$ cat config.mk
export PLATFORM = sky130hd
export DESIGN_NAME = cmp_result_debouncer
export DESIGN_NICKNAME = d
export VERILOG_FILES = /design/src/rtl/cmp_result_debouncer.sv
export SDC_FILE = /design/constraint.sdc
export NUM_CORES = 1
export LEC_CHECK = 0
export ABC_AREA = 1
export BUFFER_PORTS_ARGS = -buffer_cell sky130_fd_sc_hd__buf_2
export CORE_MARGIN = 5
export CORE_UTILIZATION = 50
export CTS_BUF_LIST = sky130_fd_sc_hd__clkbuf_8
export CTS_CLUSTER_SIZE = 10
export DETAILED_ROUTE_END_ITERATION = 7
export GPL_ROUTABILITY_DRIVEN = 1
export GPL_TIMING_DRIVEN = 1
export PLACE_DENSITY = 0.73
export SLEW_MARGIN = 5
export SYNTH_ARGS = -nofsm -noshare
export SYNTH_HDL_FRONTEND = slang
export SYNTH_SLANG_ARGS = --single-unit
$ cat constraint.sdc
create_clock -name clk -period 2.5 [get_ports clk]
set_input_delay 0.5 -clock clk [delete_from_list [all_inputs] [get_ports clk]]
set_output_delay 0.5 -clock clk [all_outputs]
set_load 0.01 [all_outputs]
$ cat src/rtl/cmp_result_debouncer.sv
// Debounces the one-hot result flags of a 4-bit magnitude comparator.
// A relation is published only after STABLE_CNT consecutive identical valid
// samples. Each change of the published relation raises a one-cycle pulse
// and bumps a wrapping event counter. Malformed flag patterns raise a
// sticky error.
module cmp_result_debouncer #(
  parameter int unsigned STABLE_CNT = 4,
  parameter int unsigned CNT_W      = 4,
  parameter int unsigned EVT_W      = 8
) (
  input  logic             clk,
  input  logic             rst_n,
  input  logic             in_valid,
  input  logic             A_GT_B,
  input  logic             A_LT_B,
  input  logic             A_EQ_B,
  input  logic             clr_err,
  output logic [1:0]       state_out,
  output logic             state_valid,
  output logic             change_pulse,
  output logic [EVT_W-1:0] evt_count,
  output logic             flag_err
);

  localparam logic [CNT_W-1:0] STABLE = CNT_W'(STABLE_CNT);

  typedef enum logic [1:0] {
    ST_EQ  = 2'b00,
    ST_LT  = 2'b01,
    ST_GT  = 2'b10,
    ST_UNK = 2'b11
  } rel_e;

  rel_e             state_q, state_d;
  rel_e             cand_q, cand_d;
  rel_e             dec;
  logic             well_formed;
  logic [CNT_W-1:0] cnt_q, cnt_d;
  logic             valid_q, valid_d;
  logic             pulse_q, pulse_d;
  logic [EVT_W-1:0] evt_q, evt_d;
  logic             err_q, err_d;

  // Decode the flag triple; anything that is not exactly one-hot is malformed.
  always_comb begin
    dec         = ST_UNK;
    well_formed = 1'b0;
    case ({A_GT_B, A_LT_B, A_EQ_B})
      3'b100: begin dec = ST_GT; well_formed = 1'b1; end
      3'b010: begin dec = ST_LT; well_formed = 1'b1; end
      3'b001: begin dec = ST_EQ; well_formed = 1'b1; end
      default: begin dec = ST_UNK; well_formed = 1'b0; end
    endcase
  end

  // State register for the published relation plus run tracking and outputs.
  always_ff @(posedge clk or negedge rst_n) begin
    if (!rst_n) begin
      state_q <= ST_UNK;
      cand_q  <= ST_UNK;
      cnt_q   <= '0;
      valid_q <= 1'b0;
      pulse_q <= 1'b0;
      evt_q   <= '0;
      err_q   <= 1'b0;
    end else begin
      state_q <= state_d;
      cand_q  <= cand_d;
      cnt_q   <= cnt_d;
      valid_q <= valid_d;
      pulse_q <= pulse_d;
      evt_q   <= evt_d;
      err_q   <= err_d;
    end
  end

  // Next-state: extend or restart the candidate run, confirm on reaching
  // STABLE; a malformed sample aborts the run and sets the sticky error,
  // which takes priority over a same-cycle clear.
  always_comb begin
    state_d = state_q;
    cand_d  = cand_q;
    cnt_d   = cnt_q;
    valid_d = valid_q;
    pulse_d = 1'b0;
    evt_d   = evt_q;
    err_d   = err_q;

    if (clr_err) begin
      err_d = 1'b0;
    end

    if (in_valid) begin
      if (well_formed) begin
        if (dec == cand_q) begin
          cnt_d = (cnt_q >= STABLE) ? STABLE : cnt_q + CNT_W'(1);
        end else begin
          cand_d = dec;
          cnt_d  = CNT_W'(1);
        end
        if ((cnt_d == STABLE) && (dec != state_q)) begin
          state_d = dec;
          valid_d = 1'b1;
          pulse_d = 1'b1;
          evt_d   = evt_q + EVT_W'(1);
        end
      end else begin
        err_d  = 1'b1;
        cnt_d  = '0;
        cand_d = ST_UNK;
      end
    end
  end

  assign state_out    = state_q;
  assign state_valid  = valid_q;
  assign change_pulse = pulse_q;
  assign evt_count    = evt_q;
  assign flag_err     = err_q;

endmodule
### Yosys cells after proc, flatten, opt, wreduce, memory -nomap -nowiden

Cells that the tools add are included.

* flip-flop bits (word level): 19
* bits of input ports: 7
* output and inout bits: 13
* word-level logic and storage cells: 36

* $add $sub $neg: 2
* order comparisons: 1
* equal/unequal tests: 7
* muxes and demuxes: 15
* reduce and logical (&&, ||, !) cells: 4

Operator list (count)
* 4-bit 2-to-1 mux: 5
* 8-bit by 1-bit adder with 8-bit output, second input constant: 1
* 1-bit 2-to-1 mux: 7
* 2-bit case mux with 3 select lines: 1
* 4-bit by 1-bit adder with 4-bit output, second input constant: 1
* 4-bit by 3-bit equality test with 1-bit output, second input constant: 1
* 4-bit by 3-bit >= comparator with 1-bit output, second input constant: 1
* 2-bit 2-to-1 mux: 2
* 3-bit by 1-bit equality test with 1-bit output, second input constant: 1
* 3-bit by 2-bit equality test with 1-bit output, second input constant: 1
* 3-bit equality test, second input constant: 1
* 3-bit AND reduction: 1
* 3-bit OR reduction: 1
* 2-bit equality test: 1
* 2-bit != test: 1
* 2-bit != test, second input constant: 1
* 2-bit AND reduction: 1
* 1-bit logical AND: 1

### Depth between registers and ports, before layout

Gate-level depths: netlist of the first run.

* word-level depth: 11
* depth in mapped cells: 12
* depth with buffers taken out: 11

### Least setup slack after synthesis of the first run

OpenSTA, ideal clock, no wires.

* kind: input to register
* from: in A_GT_B
* to: reg evt_q[5], in the netlist evt_count[5]
* setup time: 117 ps
* data arrival time: 1504 ps
* data required time: 2383 ps
* slack: 879 ps
* stages on the path: 11
* cell sequence: inv_2 -> nand3_4 -> nand2_2 -> nand2_1 -> nand2_1 -> nand4_2 -> nor2_2 -> nand2_2 -> buf_6 -> nand2_1 -> nand2_1

* cells in the longest elaborated chain, start to end: 9
* elaborated cells between the ends (all ways): 14
* those cells by class: eq/ne: 6; mux: 5; reduce/logical: 3

RTL lines
* from (decl): RTL line 14 `input logic A_GT_B,`
* 3-bit by 1-bit equality test with 1-bit output (tied with other cells): RTL line 48 `case ({A_GT_B, A_LT_B, A_EQ_B})`
* 2-bit case mux with 3 select lines: RTL line 48
* 2-bit equality test: RTL line 95 `if (dec == cand_q) begin`
* 4-bit 2-to-1 mux: RTL line 95
* 4-bit 2-to-1 mux: RTL line 94 `if (well_formed) begin`
* 4-bit 2-to-1 mux: RTL line 93 `if (in_valid) begin`
* 4-bit by 3-bit equality test with 1-bit output: RTL line 101 `if ((cnt_d == STABLE) && (dec != state_q)) begin`
* 1-bit logical AND: RTL line 101
* 3-bit AND reduction (no source line) *
* to (signal assigned): RTL line 72 `evt_q <= evt_d;`
* to (decl): RTL line 41 `logic [EVT_W-1:0] evt_q, evt_d;`

Mark *: on every way between the ends. The rest lies on a longest branch, timed or not. The select of a mux whose other input is x is not followed.
A chain may end at the register's enable or synchronous reset.

### Final worst setup path of the first run

Same ends and word-level chain as after synthesis.

==> impl_metrics.env, run 1 <==
export IMPL_worstMarginPinSlew_ps=435
export IMPL_n_antenna_cell=0
export IMPL_fin_util_pct=61.9
export IMPL_path_delay_family="simple AND/OR/NAND/NOR gates"
export IMPL_die_h_um=56.5
export IMPL_fin_setup_tns_ps=0
export IMPL_timing_fmax_mhz=624
export IMPL_final_common_cell="nand2_1"
export IMPL_wl_per_cell_um=12.0
export IMPL_cp_arrival_ps=1750
export IMPL_report_final_slew_viol_count=0
export IMPL_synth_area_leaders="dfrtp_1 35%, nand2_1 13%, dfstp_2 9.7%, nand3_1 9.3%, inv_1 5.2%"
export IMPL_synth_warnings=0
export IMPL_synth_top_area_share_pct=34.7
export IMPL_globalplace_congestion=0.783
export IMPL_dieArea_um2=3190
export IMPL_setup_viol=0
export IMPL_reg2reg_to="evt_count[5]$_DFFE_PN0P_"
export IMPL_cts_buffers=3
export IMPL_finClkSkew_ps=2.98
export IMPL_hold_buffers=0
export IMPL_areaGrowthSynthToFinish_pct=14.7
export IMPL_r2r_cells=7
export IMPL_first_pass_iters=4
export IMPL_crit_type="input pin to flop"
export IMPL_syn_cell_area_um2=1080
export IMPL_grt_pass1_vias=885
export IMPL_vias=876
export IMPL_slowest_delay_ps=160
export IMPL_startpoint_type="input pin"
export IMPL_track_usage_pct=14.6
export IMPL_grt_overflow=0
export IMPL_post_cts_setup_buffers=0
export IMPL_avgSynthCellArea_um2=8.32
export IMPL_p_leak_nw=0.712
export IMPL_vias_per_cell=4.92
export IMPL_coreArea_um2=2000
export IMPL_syn_inst=130
export IMPL_p_per_area_nw_per_um2=529
export IMPL_antenna_found_initial=0
export IMPL_drive_above_1_share_pct=28.5
export IMPL_run_status="finished, final reports clean"
export IMPL_dp_hpwl_um=1560
export IMPL_clock_sinks=19
export IMPL_dr_first_iter_drc_count=21
export IMPL_critical_path_buf_inv_count=2
export IMPL_grt_pass1_wl_um=3770
export IMPL_ant_nets=0
export IMPL_regToRegSetupSlack_ps=1030
export IMPL_end_kind="flop"
export IMPL_critPathRequiredTime_ps=2650
export IMPL_vdd_drop_max_mv=0.317
export IMPL_initial_core_util_pct=54.0
export IMPL_numPortBuffers=19
export IMPL_crit_path_frequent_cell="nand2_1"
export IMPL_timing_final_crit_period_ps=1600
export IMPL_crit_chain="buf_2 > inv_2 > nand3_4 > nand2_2 > nand2_1 > nand2_1 > nand4_2 > nor2_2 > nand2_2 > nand2_1 > nand2_1"
export IMPL_cts_tree="built"
export IMPL_drc_errors=0
export IMPL_syn_nets=139
export IMPL_rows=16
export IMPL_yosysTopAreaCell="dfrtp_1"
export IMPL_grt_max_degree=20
export IMPL_yosysUniqueCellTypes=24
export IMPL_path_max_fanout=12
export IMPL_hold_violations=0
export IMPL_ios=20
export IMPL_path_clk_slew_ps=70
export IMPL_clk_path_buf_depth=2
export IMPL_htree_levels=1
export IMPL_fin_crit_sh_pct=64.1
export IMPL_post_cts_resized=0
export IMPL_rsz0062_at_grt="false"
export IMPL_wirelength_um=2130
export IMPL_cap_violations=0
export IMPL_maxSlewHeadroom_pct=71.0
export IMPL_regToRegStartpoint="cand_q[1]$_DFFE_PN1P_"
export IMPL_synth_seq_area_share_pct=44.4
export IMPL_ys_ff_latch=19
export IMPL_clk_insertion_delay_late_ps=260
export IMPL_critPathSlowestCell="nand2_2"
export IMPL_fin_nets=161
export IMPL_die_width_um=56.5
export IMPL_root_buffer="clkbuf_8"
export IMPL_final_cell_mix="37 x nand2_1, 20 x nand3_1, 19 x buf_2"
export IMPL_hold_class="input pin to async pin"
[cell usage after synthesis]
cell type  instances
buf_4              2
buf_6              1
clkbuf_1           1
dfrtp_1           15
dfstp_2            4
ha_1               2
inv_1             15
inv_2              3
nand2_1           37
nand2_2            4
nand3_1           20
nand3_2            1
nand3_4            2
nand3b_4           1
nand4_2            2
nor2_1             4
nor2_2             2
nor3_1             2
o21ai_0            2
o21ai_1            2
o21bai_1           1
o22ai_1            1
xnor2_1            1
xor2_1             5
[per-stage QoR]
stage,worst slack [ps],instance area (µm²),cells,power [mW],hold slack [ps]
2_1_floorplan,879,1080,130,0.415,204
3_3_place_gp,678,1190,174,0.442,447
3_5_place_dp,597,1190,174,0.446,448
4_1_cts,883,1240,178,0.666,180
5_1_grt,746,1240,178,0.695,203
6_report,899,1240,178,0.655,171
[where the power goes]
| group | internal (mW) | total [mW] | switching, mW | leakage (nW) |
|---|---|---|---|---|
| clock | 0.109 | 0.216 | 0.107 | 0.0269 |
| sequential | 0.327 | 0.336 | 0.00887 | 0.242 |
| combinational | 0.0349 | 0.103 | 0.0682 | 0.443 |
| total | 0.472 | 0.655 | 0.184 | 0.712 |
[metal layers]
metal / global-route usage, % / routed length, µm / vias up
li1: - / - / 450
met1: 19.0 / 1000 / 409
met2: 23.1 / 1020 / 15
met3: 3.21 / 93 / 2
met4: 6.44 / 14 / 0
met5: 0 / 0 / -
[final cells by class]
type	instances	area, µm²
Sequential cell	19	480
Inverter	18	67.6
Multi-Input combinational cell	89	503
Timing Repair Buffer	21	110
Clock buffer	3	41.3
Tap cell	27	33.8
Fill cell	179	762
Clock inverter	1	3.75
[logic make-up after synthesis]
logic type               share of synthesized area (%)
AND/OR/NAND/NOR                                   36.2
buffers and inverters                             9.03
flip-flops                                        44.4
AO/OA/AOI/OAI                                     3.13
XOR/XNOR                                          4.86
adder cells (fa/ha/maj)                           2.31
[flip-flops by register name, summed over array words and instances (netlist names)]
register and count:
cand_q 2, change_pulse 1, cnt_q 4, evt_count 8
flag_err 1, state_out 2, state_valid 1
[worst register-to-register path, stage by stage (launching register included)]
cell     delay (ps)
dfstp_2         530
nand3_1          70
nand2_1         140
nand4_2         140
nor2_2          150
nand2_2         160
nand2_1         110
nand2_1          60
[how the worst max path moves through the flow]
stage | depth (start not counted) | endpoint | start
detailed placement | 11 | evt_count[5]$_DFFE_PN0P_ | A_GT_B
finish | 11 | evt_count[5]$_DFFE_PN0P_ | A_GT_B
global placement | 11 | evt_count[5]$_DFFE_PN0P_ | A_GT_B
global route | 11 | evt_count[1]$_DFFE_PN0P_ | A_GT_B
floorplan | 11 | evt_count[5]$_DFFE_PN0P_ | A_GT_B
CTS | 11 | evt_count[3]$_DFFE_PN0P_ | A_GT_B
(Power assumes the default switching activity.)
==> inputs of run 2 (changes only) <==
==> constraint.sdc (replaced) <==
create_clock -name clk -period 1.51 [get_ports clk]
set_input_delay 0.302 -clock clk [delete_from_list [all_inputs] [get_ports clk]]
set_output_delay 0.302 -clock clk [all_outputs]
set_load 0.01 [all_outputs]
==> run 2 against run 1 <==
Effect of this change: clock-buffer cell count unchanged; critical endpoint is now state_valid$_DFFE_PN0P_; critical path depth decreased by 3; routed wire length increased by 22%; sequential power increased by 67%; via count increased by 14%; combinational power increased by 140%; total power increased by 79%; highest routed layer unchanged; register-to-register slack got worse by 1000 ps; clock power increased by 67%.
==> impl_metrics.env, run 2 (synthesis gave the netlist of run 1 again) <==
export IMPL_run_status="finished, final reports clean"
export IMPL_drc_errors=0
export IMPL_cap_violations=0
export IMPL_fin_crit_sh_pct=97.8
export IMPL_cp_arrival_ps=1680
export IMPL_critPathRequiredTime_ps=1710
export IMPL_final_common_cell="nand2_1"
export IMPL_clock_sinks=19
export IMPL_grt_pass1_wl_um=4100
export IMPL_root_buffer="clkbuf_8"
export IMPL_cts_tree="built"
export IMPL_track_usage_pct=15.8
export IMPL_crit_type="flop to flop"
export IMPL_coreArea_um2=2000
export IMPL_wl_met2_um=1280
export IMPL_clk_path_buf_depth=2
export IMPL_setup_viol=0
export IMPL_globalplace_congestion=0.801
export IMPL_wl_per_cell_um=13.2
export IMPL_critPathSlowestCell="dfstp_2"
export IMPL_drive_above_1_share_pct=38.8
export IMPL_place_ws_ps=-149
export IMPL_numPortBuffers=19
export IMPL_initial_core_util_pct=54.0
export IMPL_largest_reg_flops=8
export IMPL_htree_levels=1
export IMPL_worstMarginPinSlew_ps=427
export IMPL_die_width_um=56.5
export IMPL_fin_nets=180
export IMPL_slowest_delay_ps=550
export IMPL_critical_path_buf_inv_count=2
export IMPL_antenna_found_initial=0
export IMPL_finClkSkew_ps=4.75
export IMPL_report_final_slew_viol_count=0
export IMPL_met1_length_um=1140
export IMPL_worst_slack_ps=33.8
export IMPL_timing_final_crit_period_ps=1480
export IMPL_maxSlewHeadroom_pct=71.5
export IMPL_cts_buffers=3
export IMPL_vias_per_cell=5.08
export IMPL_end_kind="flop"
export IMPL_grt_max_degree=20
export IMPL_n_antenna_cell=0
export IMPL_grt_pass1_vias=941
export IMPL_path_clk_slew_ps=80
export IMPL_p_per_area_nw_per_um2=803
export IMPL_grt_overflow=0
export IMPL_die_h_um=56.5
export IMPL_fin_setup_tns_ps=0
export IMPL_rows=16
export IMPL_p_leak_nw=0.811
export IMPL_dieArea_um2=3190
export IMPL_vias=1000
export IMPL_path_delay_family="simple AND/OR/NAND/NOR gates"
export IMPL_ios=20
export IMPL_ant_nets=0
export IMPL_dp_hpwl_um=1690
export IMPL_areaGrowthSynthToFinish_pct=35.0
export IMPL_topRoutingLayerUsed="met4"
export IMPL_clk_insertion_delay_late_ps=260
export IMPL_wirelength_um=2610
export IMPL_vdd_drop_max_mv=0.615
export IMPL_hold_violations=0
export IMPL_startpoint_type="flop"
export IMPL_path_max_fanout=7
export IMPL_holdWs_ps=221
export IMPL_first_pass_iters=7
export IMPL_final_cell_mix="35 x nand2_1, 19 x buf_2, 18 x nand3_1"
export IMPL_dr_first_iter_drc_count=30
export IMPL_hold_class="input pin to flop"
export IMPL_met3_wirelength_um=124
export IMPL_power_mw=1.17
export IMPL_timing_fmax_mhz=677
export IMPL_crit_chain="nand3_2 > nand2_4 > nand4_4 > nor2_4 > nand2_4 > buf_4 > buf_4 > nand2_1"
-- run 2: timing repair --
action	in CTS	in global routing
endpoints found under the hold margin	15	0
hold buffers	1	0
resized for setup	0	18
setup endpoints to repair	0	10
buffers inserted	0	10
-- run 2: worst paths after layout --
path / startpoint / to / slack [ps] / depth (start not counted)
worst max-delay path: cand_q[1]$_DFFE_PN1P_ / state_valid$_DFFE_PN0P_ / 30 / 8
worst min-delay path: clr_err / flag_err$_DFF_PN0_ / 220 / 2
worst max register to register: cand_q[1]$_DFFE_PN1P_ / state_valid$_DFFE_PN0P_ / 30 / 8
worst min register to register: state_valid$_DFFE_PN0P_ / state_valid$_DFFE_PN0P_ / 460 / 2
max in group asynchronous: rst_n / cand_q[1]$_DFFE_PN1P_ / 670 / 2
min in group asynchronous: rst_n / cnt_q[2]$_DFFE_PN0P_ / 510 / 2
-- run 2: layout make-up --
| cell class | count | area, µm² |
|---|---|---|
| clock inverters | 1 | 5.00 |
| inverters | 18 | 67.6 |
| multi-input cells | 89 | 561 |
| flip-flops and latches | 19 | 480 |
| fillers | 158 | 543 |
| repair buffers | 40 | 270 |
| well taps | 27 | 33.8 |
| clock buffers | 3 | 41.3 |
-- run 2: metrics by stage --
stage	instances	util (%)	area, µm²
after floorplan	130	-	1080
after global placement	181	62.3	1250
after detailed placement	181	62.3	1250
after CTS	186	65.1	1300
after global routing	197	72.9	1460
final	197	72.9	1460
-- run 2: per-layer routing --
metal	track usage, %	vias to the layer above
met1	19.5	471
met2	27.2	30
met3	3.44	9
met4	5.08	0
li1	-	490
met5	0	-
-- run 2: where the power goes --
group          total [mW]  switching (mW)  internal [mW]
Sequential          0.561          0.0190          0.542
Combinational       0.249           0.154         0.0954
Clock               0.361           0.178          0.184
